===== src/rtl/video_frame_sig_if.sv =====
// Video sample bus from the generator plus the per-frame signature results.
// The generator/bench side uses master, the signature block uses slave.
interface video_frame_sig_if #(
    parameter int CNT_W  = 12,
    parameter int FCNT_W = 16
);
    logic              ce_pix;
    logic [7:0]        VGA_R;
    logic [7:0]        VGA_G;
    logic [7:0]        VGA_B;
    logic              VGA_HS;
    logic              VGA_VS;
    logic              VGA_HB;
    logic              VGA_VB;

    logic              frame_valid;
    logic [31:0]       frame_crc;
    logic [CNT_W-1:0]  active_w;
    logic [CNT_W-1:0]  active_h;
    logic              width_err;
    logic [FCNT_W-1:0] frame_count;

    modport master (
        output ce_pix, VGA_R, VGA_G, VGA_B, VGA_HS, VGA_VS, VGA_HB, VGA_VB,
        input  frame_valid, frame_crc, active_w, active_h, width_err, frame_count
    );

    modport slave (
        input  ce_pix, VGA_R, VGA_G, VGA_B, VGA_HS, VGA_VS, VGA_HB, VGA_VB,
        output frame_valid, frame_crc, active_w, active_h, width_err, frame_count
    );
endinterface


===== src/rtl/video_frame_sig.sv =====
// Per-frame video signature: CRC-32 over active pixels plus active width/height
// and a line-width consistency flag, published once per vertical blank.
module video_frame_sig #(
    parameter int CNT_W  = 12,
    parameter int FCNT_W = 16
) (
    input logic              clk_sys,
    input logic              reset_n,
    video_frame_sig_if.slave vid
);
    typedef enum logic {SEEK, ACTIVE} state_e;

    localparam logic [31:0] CRC_INIT = 32'hFFFFFFFF;
    localparam logic [31:0] CRC_POLY = 32'h04C11DB7;

    state_e            state_q, state_d;
    logic              hbPrev_q, hbPrev_d;
    logic              vbPrev_q, vbPrev_d;
    logic [31:0]       crc_q, crc_d;
    logic [CNT_W-1:0]  lineCnt_q, lineCnt_d;
    logic [CNT_W-1:0]  lineTot_q, lineTot_d;
    logic [CNT_W-1:0]  refW_q, refW_d;
    logic              mismatch_q, mismatch_d;
    logic              outValid_q, outValid_d;
    logic [31:0]       outCrc_q, outCrc_d;
    logic [CNT_W-1:0]  outW_q, outW_d;
    logic [CNT_W-1:0]  outH_q, outH_d;
    logic              outErr_q, outErr_d;
    logic [FCNT_W-1:0] frameCnt_q, frameCnt_d;

    logic              hbRise, vbRise, activePix;
    logic [CNT_W-1:0]  wClose, hClose;
    logic              errClose;
    logic              unusedSyncs;

    function automatic logic [31:0] crcStep(input logic [31:0] c, input logic [23:0] d);
        logic [31:0] r;
        r = c;
        for (int i = 23; i >= 0; i--) begin
            if (r[31] ^ d[i]) r = {r[30:0], 1'b0} ^ CRC_POLY;
            else              r = {r[30:0], 1'b0};
        end
        return r;
    endfunction

    assign hbRise    = vid.ce_pix & vid.VGA_HB & ~hbPrev_q;
    assign vbRise    = vid.ce_pix & vid.VGA_VB & ~vbPrev_q;
    assign activePix = vid.ce_pix & ~vid.VGA_HB & ~vid.VGA_VB;

    // Accumulator values as they would be after closing the open line.
    always_comb begin
        hClose   = lineTot_q;
        wClose   = refW_q;
        errClose = mismatch_q;
        if (lineCnt_q != '0) begin
            if (lineTot_q != '1) hClose = lineTot_q + CNT_W'(1);
            if (lineTot_q == '0)            wClose   = lineCnt_q;
            else if (lineCnt_q != refW_q)   errClose = 1'b1;
        end
    end

    always_comb begin
        state_d    = state_q;
        hbPrev_d   = hbPrev_q;
        vbPrev_d   = vbPrev_q;
        crc_d      = crc_q;
        lineCnt_d  = lineCnt_q;
        lineTot_d  = lineTot_q;
        refW_d     = refW_q;
        mismatch_d = mismatch_q;
        outValid_d = 1'b0;
        outCrc_d   = outCrc_q;
        outW_d     = outW_q;
        outH_d     = outH_q;
        outErr_d   = outErr_q;
        frameCnt_d = frameCnt_q;

        if (vid.ce_pix) begin
            hbPrev_d = vid.VGA_HB;
            vbPrev_d = vid.VGA_VB;
            unique case (state_q)
                SEEK: begin
                    if (vbRise) begin
                        state_d    = ACTIVE;
                        crc_d      = CRC_INIT;
                        lineCnt_d  = '0;
                        lineTot_d  = '0;
                        refW_d     = '0;
                        mismatch_d = 1'b0;
                    end
                end
                ACTIVE: begin
                    if (vbRise) begin
                        outValid_d = 1'b1;
                        outCrc_d   = crc_q;
                        outW_d     = wClose;
                        outH_d     = hClose;
                        outErr_d   = errClose;
                        frameCnt_d = frameCnt_q + FCNT_W'(1);
                        crc_d      = CRC_INIT;
                        lineCnt_d  = '0;
                        lineTot_d  = '0;
                        refW_d     = '0;
                        mismatch_d = 1'b0;
                    end else if (hbRise) begin
                        // With an empty line the close values equal the current ones.
                        lineTot_d  = hClose;
                        refW_d     = wClose;
                        mismatch_d = errClose;
                        lineCnt_d  = '0;
                    end else if (activePix) begin
                        crc_d = crcStep(crc_q, {vid.VGA_R, vid.VGA_G, vid.VGA_B});
                        if (lineCnt_q != '1) lineCnt_d = lineCnt_q + CNT_W'(1);
                    end
                end
                default: state_d = SEEK;
            endcase
        end
    end

    always_ff @(posedge clk_sys) begin
        if (!reset_n) begin
            state_q    <= SEEK;
            hbPrev_q   <= 1'b1;
            vbPrev_q   <= 1'b1;
            crc_q      <= CRC_INIT;
            lineCnt_q  <= '0;
            lineTot_q  <= '0;
            refW_q     <= '0;
            mismatch_q <= 1'b0;
            outValid_q <= 1'b0;
            outCrc_q   <= '0;
            outW_q     <= '0;
            outH_q     <= '0;
            outErr_q   <= 1'b0;
            frameCnt_q <= '0;
        end else begin
            state_q    <= state_d;
            hbPrev_q   <= hbPrev_d;
            vbPrev_q   <= vbPrev_d;
            crc_q      <= crc_d;
            lineCnt_q  <= lineCnt_d;
            lineTot_q  <= lineTot_d;
            refW_q     <= refW_d;
            mismatch_q <= mismatch_d;
            outValid_q <= outValid_d;
            outCrc_q   <= outCrc_d;
            outW_q     <= outW_d;
            outH_q     <= outH_d;
            outErr_q   <= outErr_d;
            frameCnt_q <= frameCnt_d;
        end
    end

    assign vid.frame_valid = outValid_q;
    assign vid.frame_crc   = outCrc_q;
    assign vid.active_w    = outW_q;
    assign vid.active_h    = outH_q;
    assign vid.width_err   = outErr_q;
    assign vid.frame_count = frameCnt_q;

    // Syncs are part of the bus but framing relies on the blanks only.
    assign unusedSyncs = vid.VGA_HS ^ vid.VGA_VS;
endmodule


===== src/flat_wrapper.sv =====
// flat-port wrapper written by rule: the top's interface ports become plain ports
module video_frame_sig_flat 
#(
    parameter int CNT_W  = 12,
    parameter int FCNT_W = 16
)
  (clk_sys, reset_n, vid_ce_pix, vid_VGA_R, vid_VGA_G, vid_VGA_B, vid_VGA_HS, vid_VGA_VS, vid_VGA_HB, vid_VGA_VB, vid_frame_valid, vid_frame_crc, vid_active_w, vid_active_h, vid_width_err, vid_frame_count);
  video_frame_sig_if #(.CNT_W(CNT_W), .FCNT_W(FCNT_W)) vid_i ();
  input logic clk_sys;
  input logic reset_n;
  input wire logic [$bits(vid_i.ce_pix)-1:0] vid_ce_pix;
  input wire logic [$bits(vid_i.VGA_R)-1:0] vid_VGA_R;
  input wire logic [$bits(vid_i.VGA_G)-1:0] vid_VGA_G;
  input wire logic [$bits(vid_i.VGA_B)-1:0] vid_VGA_B;
  input wire logic [$bits(vid_i.VGA_HS)-1:0] vid_VGA_HS;
  input wire logic [$bits(vid_i.VGA_VS)-1:0] vid_VGA_VS;
  input wire logic [$bits(vid_i.VGA_HB)-1:0] vid_VGA_HB;
  input wire logic [$bits(vid_i.VGA_VB)-1:0] vid_VGA_VB;
  output wire logic [$bits(vid_i.frame_valid)-1:0] vid_frame_valid;
  output wire logic [$bits(vid_i.frame_crc)-1:0] vid_frame_crc;
  output wire logic [$bits(vid_i.active_w)-1:0] vid_active_w;
  output wire logic [$bits(vid_i.active_h)-1:0] vid_active_h;
  output wire logic [$bits(vid_i.width_err)-1:0] vid_width_err;
  output wire logic [$bits(vid_i.frame_count)-1:0] vid_frame_count;
  assign vid_i.ce_pix = vid_ce_pix;
  assign vid_i.VGA_R = vid_VGA_R;
  assign vid_i.VGA_G = vid_VGA_G;
  assign vid_i.VGA_B = vid_VGA_B;
  assign vid_i.VGA_HS = vid_VGA_HS;
  assign vid_i.VGA_VS = vid_VGA_VS;
  assign vid_i.VGA_HB = vid_VGA_HB;
  assign vid_i.VGA_VB = vid_VGA_VB;
  assign vid_frame_valid = vid_i.frame_valid;
  assign vid_frame_crc = vid_i.frame_crc;
  assign vid_active_w = vid_i.active_w;
  assign vid_active_h = vid_i.active_h;
  assign vid_width_err = vid_i.width_err;
  assign vid_frame_count = vid_i.frame_count;
  video_frame_sig #(.CNT_W(CNT_W), .FCNT_W(FCNT_W)) u_core (.clk_sys(clk_sys), .reset_n(reset_n), .vid(vid_i));
endmodule

===== config.mk =====
export PLATFORM = sky130hd
export DESIGN_NAME = video_frame_sig_flat
export DESIGN_NICKNAME = d
export VERILOG_FILES = /design/src/rtl/video_frame_sig_if.sv /design/src/rtl/video_frame_sig.sv /design/src/flat_wrapper.sv
export SDC_FILE = /design/constraint.sdc
export NUM_CORES = 1
export LEC_CHECK = 0
export BUFFER_PORTS_ARGS = -buffer_cell sky130_fd_sc_hd__buf_2
export CORE_MARGIN = 2
export CORE_UTILIZATION = 30
export CTS_CLUSTER_SIZE = 24
export DETAILED_ROUTE_END_ITERATION = 10
export SYNTH_ARGS = -nofsm -noshare
export SYNTH_HDL_FRONTEND = slang
export SYNTH_SLANG_ARGS = --single-unit

===== constraint.sdc =====
create_clock -name clk_sys -period 3.4 [get_ports clk_sys]
set_clock_uncertainty 0.1 [all_clocks]
set_input_delay 0.85 -clock clk_sys [delete_from_list [all_inputs] [get_ports clk_sys]]
set_output_delay 0.85 -clock clk_sys [all_outputs]
set_load 0.03 [all_outputs]

# After elaboration in Yosys (flattened, before gate mapping)
# Cells that the tools add are included.
[classes]
n_eq_ne = 9
add_sub_neg = 3
bitwise_logic = 59
n_mux = 169
reduce_logical = 7
[ops]
columns = ["cell", "count"]
rows = [
  ["$mux 32", 119],
  ["$mux 27", 24],
  ["$not 14->14", 24],
  ["$mux 12", 13],
  ["$pmux 12 s2", 3],
  ["$pmux 32 s2", 1],
  ["$add 12x1->12 const B", 2],
  ["$ne 12x12->1 const B", 2],
  ["$xor 1x1->1", 24],
  ["$add 16x1->16 const B", 1],
  ["$logic_not 12->1", 1],
  ["$ne 12x12->1", 1],
  ["$reduce_bool 12->1", 1],
  ["$ne 3x3->1 const B", 3],
  ["$reduce_and 3->1", 3],
  ["$mux 1", 8],
  ["$ne 4x4->1 const B", 2],
  ["$reduce_and 4->1", 2],
  ["$and 1x1->1", 6],
  ["$not 1->1", 5],
  ["$ne 2x1->1 const B", 1],
  ["$pmux 1 s2", 1],
]
[totals]
ff_bits = 146
wordCells = 261
output_inout_bits = 74
input_bits = 31

# Depth between registers and ports, before layout
[depth]
ltp_word = 168
depth_mapped = 9
ltp_nobuf = 9

# Worst setup path after synthesis
# OpenSTA, ideal clock, no wires.
[synth_path]
kind = "input port to flip-flop"
from = "in vid_VGA_R[6]"
to = "reg u_core.crc_q[8]"
cell_stages = 8
setup_time_ns = 0.117
t_arrival_ns = 3.462
path_buffers = 0
setup_slack_ns = -0.279
required_time_ns = 3.183
path_cell_list = "xnor2_2 > xnor3_2 > xnor2_4 > xnor2_2 > xor3_2 > xnor3_2 > xnor2_1 > o22a_1"
[synth_via]
elab_chain_len = 141
word_cells_on_any_way = 166
classes_between = "mux (137); bitwise (29)"
[synth_rtl]
columns = ["item", "line", "text"]
rows = [
  ["from (decl)", "flat_wrapper.sv:12", "input wire logic [$bits(vid_i.VGA_R)-1:0] vid_VGA_R;"],
  ["$xor 1x1->1 *", "video_frame_sig.sv:40", "if (r[31] ^ d[i]) r = {r[30:0], 1'b0} ^ CRC_POLY;"],
  ["$mux 27 *", "video_frame_sig.sv:40", ""],
  ["$mux 32 *", "video_frame_sig.sv:111", "end else if (activePix) begin"],
  ["$mux 32 *", "video_frame_sig.sv:105", "end else if (hbRise) begin"],
  ["$mux 32 *", "video_frame_sig.sv:93", "if (vbRise) begin"],
  ["$mux 32 *", "video_frame_sig.sv:81", "unique case (state_q)"],
  ["$mux 32 *", "video_frame_sig.sv:78", "if (vid.ce_pix) begin"],
  ["$mux 27", "video_frame_sig.sv:40", ""],
  ["[... 125 more ...]", "-", ""],
  ["$mux 32 *", "video_frame_sig.sv:81", ""],
  ["$mux 32 *", "video_frame_sig.sv:78", ""],
  ["$not 14->14 (no source line)", "-", ""],
  ["$mux 27 *", "video_frame_sig.sv:40", ""],
  ["$mux 32 *", "video_frame_sig.sv:111", ""],
  ["$mux 32 *", "video_frame_sig.sv:105", ""],
  ["$mux 32 *", "video_frame_sig.sv:93", ""],
  ["$pmux 32 s2 *", "video_frame_sig.sv:81", ""],
  ["to (signal assigned)", "video_frame_sig.sv:141", "crc_q <= crc_d;"],
  ["to (decl)", "video_frame_sig.sv:19", "logic [31:0] crc_q, crc_d;"],
]
# Every way passes the cells marked *; elsewhere a longest branch is shown, timed or not. The select of a mux whose other input is x is not followed.
# A chain may end at the register's enable or synchronous reset.

# Final worst setup path
[layout_path]
from = "in vid_VGA_G[3]"
to = "reg u_core.crc_q[11]"
[layout_via]
elab_chain_len = 80
word_cells_on_any_way = 81
classes_between = "mux (71); bitwise (10)"
[layout_rtl]
columns = ["item", "line", "text"]
rows = [
  ["from (decl)", "flat_wrapper.sv:13", "input wire logic [$bits(vid_i.VGA_G)-1:0] vid_VGA_G;"],
  ["$xor 1x1->1 *", "video_frame_sig.sv:40", ""],
  ["$mux 27 *", "video_frame_sig.sv:40", ""],
  ["$mux 32 *", "video_frame_sig.sv:111", ""],
  ["$mux 32 *", "video_frame_sig.sv:105", ""],
  ["$mux 32 *", "video_frame_sig.sv:93", ""],
  ["$mux 32 *", "video_frame_sig.sv:81", ""],
  ["$mux 32 *", "video_frame_sig.sv:78", ""],
  ["$not 14->14 (no source line)", "-", ""],
  ["[... 64 more ...]", "-", ""],
  ["$mux 32 *", "video_frame_sig.sv:81", ""],
  ["$mux 32 *", "video_frame_sig.sv:78", ""],
  ["$not 14->14 (no source line)", "-", ""],
  ["$mux 27 *", "video_frame_sig.sv:40", ""],
  ["$mux 32 *", "video_frame_sig.sv:111", ""],
  ["$mux 32 *", "video_frame_sig.sv:105", ""],
  ["$mux 32 *", "video_frame_sig.sv:93", ""],
  ["$pmux 32 s2 *", "video_frame_sig.sv:81", ""],
]
# Marks and branches as above.

==> results.sh <==
export IMPL_ys_ff_latch=146
export IMPL_fin_tns_setup_ns=0
export IMPL_final_area_um2=10200
export IMPL_peakVddDrop_uv=457
export IMPL_grt_first_pass_wirelength_um=34900
export IMPL_p_leak_nw=4.04
export IMPL_first_pass_iters=5
export IMPL_yosys_warnings=0
export IMPL_regArea_um2=2920
export IMPL_p_per_area_nw_per_um2=713
export IMPL_crit_path_end="u_core.crc_q[11]$_SDFFE_PN1P_"
export IMPL_cts_buffers=17
export IMPL_antenna_found_initial=3
export IMPL_drv_cap=0
export IMPL_synth_largest_area_cell="dfxtp_1"
export IMPL_place_hpwl_um=16400
export IMPL_die_area_um2=28500
export IMPL_avgViaCountPerCell=4.60
export IMPL_first_iter_violations=397
export IMPL_worst_r2r_cell_count=8
export IMPL_die_w_um=169
export IMPL_finish_net_count=1066
export IMPL_grt_pass1_vias=6205
export IMPL_critPathMaxFanout=5
export IMPL_synthTopCellsByArea="dfxtp_1 (36%), xnor2_1 (16%), xor2_1 (6.7%)"
export IMPL_multi_input_area_um2=5030
export IMPL_fill_cells=2649
export IMPL_whs_ns=0.352
export IMPL_ctsResizeCount=0
export IMPL_start_util=0.304
export IMPL_worstSetupEndpointType="register"
export IMPL_rsz0062_at_grt="false"
export IMPL_arrival_ns=3.33
export IMPL_synth_commonest_cells="xnor2_1 (148), dfxtp_1 (146), nand2_1 (111)"
export IMPL_cts_tree="yes"
export IMPL_hold_class="reg2reg"
export IMPL_yosysSeqAreaShare=0.359
export IMPL_timing_fmax_mhz=322
export IMPL_syn_avg_cell_area_um2=9.25
export IMPL_maxSlewHeadroom=0.421
export IMPL_status="finished clean"
export IMPL_reg2reg_to="u_core.crc_q[11]$_SDFFE_PN1P_"
export IMPL_dominantRegCellSynth="dfxtp_1"
export IMPL_finalHoldViolations=0
export IMPL_vias=6381
export IMPL_clk_latency_ns=0.43
export IMPL_yosysMostFrequentCell="xnor2_1"
export IMPL_path_clk_slew_ns=0.07
export IMPL_netlist_instances=880
export IMPL_critPathKind="in2reg"
export IMPL_track_usage=0.157
export IMPL_synth_top_area_frac=0.359
export IMPL_r2r_slack_ns=0.36
export IMPL_yosysUniqueCellTypes=45
export IMPL_drc=0
export IMPL_ant_nets=0
export IMPL_cts_htree_levels=4
export IMPL_fin_crit_ns=3.11
export IMPL_drive_above_1_share=0.237
export IMPL_tightest_slew_ns=0.863
export IMPL_post_cts_repair_setup_buffers=0
export IMPL_placed_area_um2=9560
export IMPL_clockRootBuffer="clkbuf_16"
export IMPL_cts_sinks=146
export IMPL_synth_edf_count=0
export IMPL_io_buffer_count=102
export IMPL_async_flop_share=0
export IMPL_critPathRequiredTime_ns=3.62
export IMPL_crit_start="vid_VGA_G[3]"
export IMPL_rr_startpoint="u_core.crc_q[31]$_SDFFE_PN1P_"
export IMPL_slew_viol_final=0
export IMPL_gp_congestion=0.903
export IMPL_rows=60
export IMPL_startpoint_type="input pin"
export IMPL_synthesis_area_um2=8140
export IMPL_die_h_um=169
export IMPL_coreArea_um2=26800
export IMPL_areaGrowthSynthToFinish_pct=25.0
export IMPL_setup_viol=0
export IMPL_synth_nets=916
export IMPL_overflow=0
export IMPL_grt_max_degree=83
export IMPL_wl_um=21800
export IMPL_final_util=0.379
export IMPL_num_io_pins=105
export IMPL_clock_path_buffers=2
export IMPL_fin_crit_sh=0.914
export IMPL_ctsHoldBuffers=0
export IMPL_wl_per_cell_um=15.7
-- per-stage QoR --
step / power (W) / setup slack (ns) / instances
2_1_floorplan: 0.00438 / -0.00339 / 880
3_3_place_gp: 0.00532 / -0.0933 / 1352
3_5_place_dp: 0.00533 / -0.121 / 1352
4_1_cts: 0.00728 / 0.315 / 1384
5_1_grt: 0.00764 / 0.168 / 1385
6_report: 0.00725 / 0.293 / 1386
-- metal layers --
metal	up-vias	GRT usage	wire length, µm
met5	-	0	0
met4	0	0.0566	563
met3	28	0.0360	987
met2	120	0.243	9690
met1	2958	0.213	10600
li1	3275	-	-
-- registers in the layout (all words and copies together) (netlist names), 12 cells and up --
| name | cells |
|---|---|
| u_core.vid.frame_crc | 32 |
| u_core.refW_q | 12 |
| u_core.lineTot_q | 12 |
| u_core.vid.active_h | 12 |
| u_core.vid.active_w | 12 |
| u_core.lineCnt_q | 12 |
| u_core.crc_q | 32 |
| u_core.vid.frame_count | 16 |
-- where the power goes --
group	leakage (nW)	internal [W]	switching [W]
clock network	0.296	0.000997	0.000909
logic	2.56	0.00202	0.00160
registers	1.18	0.00171	0.00000565
total	4.04	0.00473	0.00252
-- layout by cell type, fill, tap and decap left out, drive strengths merged, types with 16 or more instances in the layout --
master and instances:
xnor3 18, buf 182, dfxtp 146, clkbuf 17, xnor2 166, a22oi 16
nand2 111, xor2 64, a211oi 22, nor2 84, a21oi 52, nand3 21
-- logic make-up after synthesis --
logic type / synth area share
and+or+nand+nor: 0.140
xor gates and xnor gates: 0.334
DFF: 0.359
AOI/OAI and AO/OA: 0.112
buffers and inverters: 0.0289
muxes: 0.0185
adders and majority gates: 0.00769
-- how the worst min path moves through the flow --
stage / startpoint / endpoint / slack, ns / cells after the start
finish: u_core.vid.frame_crc[17]$_SDFFE_PN0P_ / u_core.vid.frame_crc[17]$_SDFFE_PN0P_ / 0.35 / 2
global route: u_core.vid.frame_crc[11]$_SDFFE_PN0P_ / u_core.vid.frame_crc[11]$_SDFFE_PN0P_ / 0.38 / 2
CTS: u_core.vid.frame_crc[24]$_SDFFE_PN0P_ / u_core.vid.frame_crc[24]$_SDFFE_PN0P_ / 0.35 / 2
detailed placement: u_core.vid.frame_crc[14]$_SDFFE_PN0P_ / u_core.vid.frame_crc[14]$_SDFFE_PN0P_ / 0.34 / 2
global placement: u_core.vid.frame_crc[20]$_SDFFE_PN0P_ / u_core.vid.frame_crc[20]$_SDFFE_PN0P_ / 0.34 / 2
floorplan: u_core.vbPrev_q$_SDFFE_PN1P_ / u_core.vbPrev_q$_SDFFE_PN1P_ / 0.34 / 2
-- cell type report --
class | instances | area share
inverter | 7 | 0.00271
antenna | 2 | 0.000492
clock inverter | 15 | 0.0178
timing repair buffer | 182 | 0.113
clock buffer | 17 | 0.0418
tap | 341 | 0.0420
sequential | 146 | 0.287
multi-input combinational | 676 | 0.495
-- critical path, stage by stage --
cell and delay, ns:
buf_2 0.11, xnor2_1 0.24, xor3_2 0.57, buf_12 0.17
xnor2_4 0.14, xnor2_4 0.19, xnor2_4 0.25, xnor3_2 0.51
xnor2_1 0.15, o22a_1 0.15
Note: power is estimated with default switching activity, not from simulation.
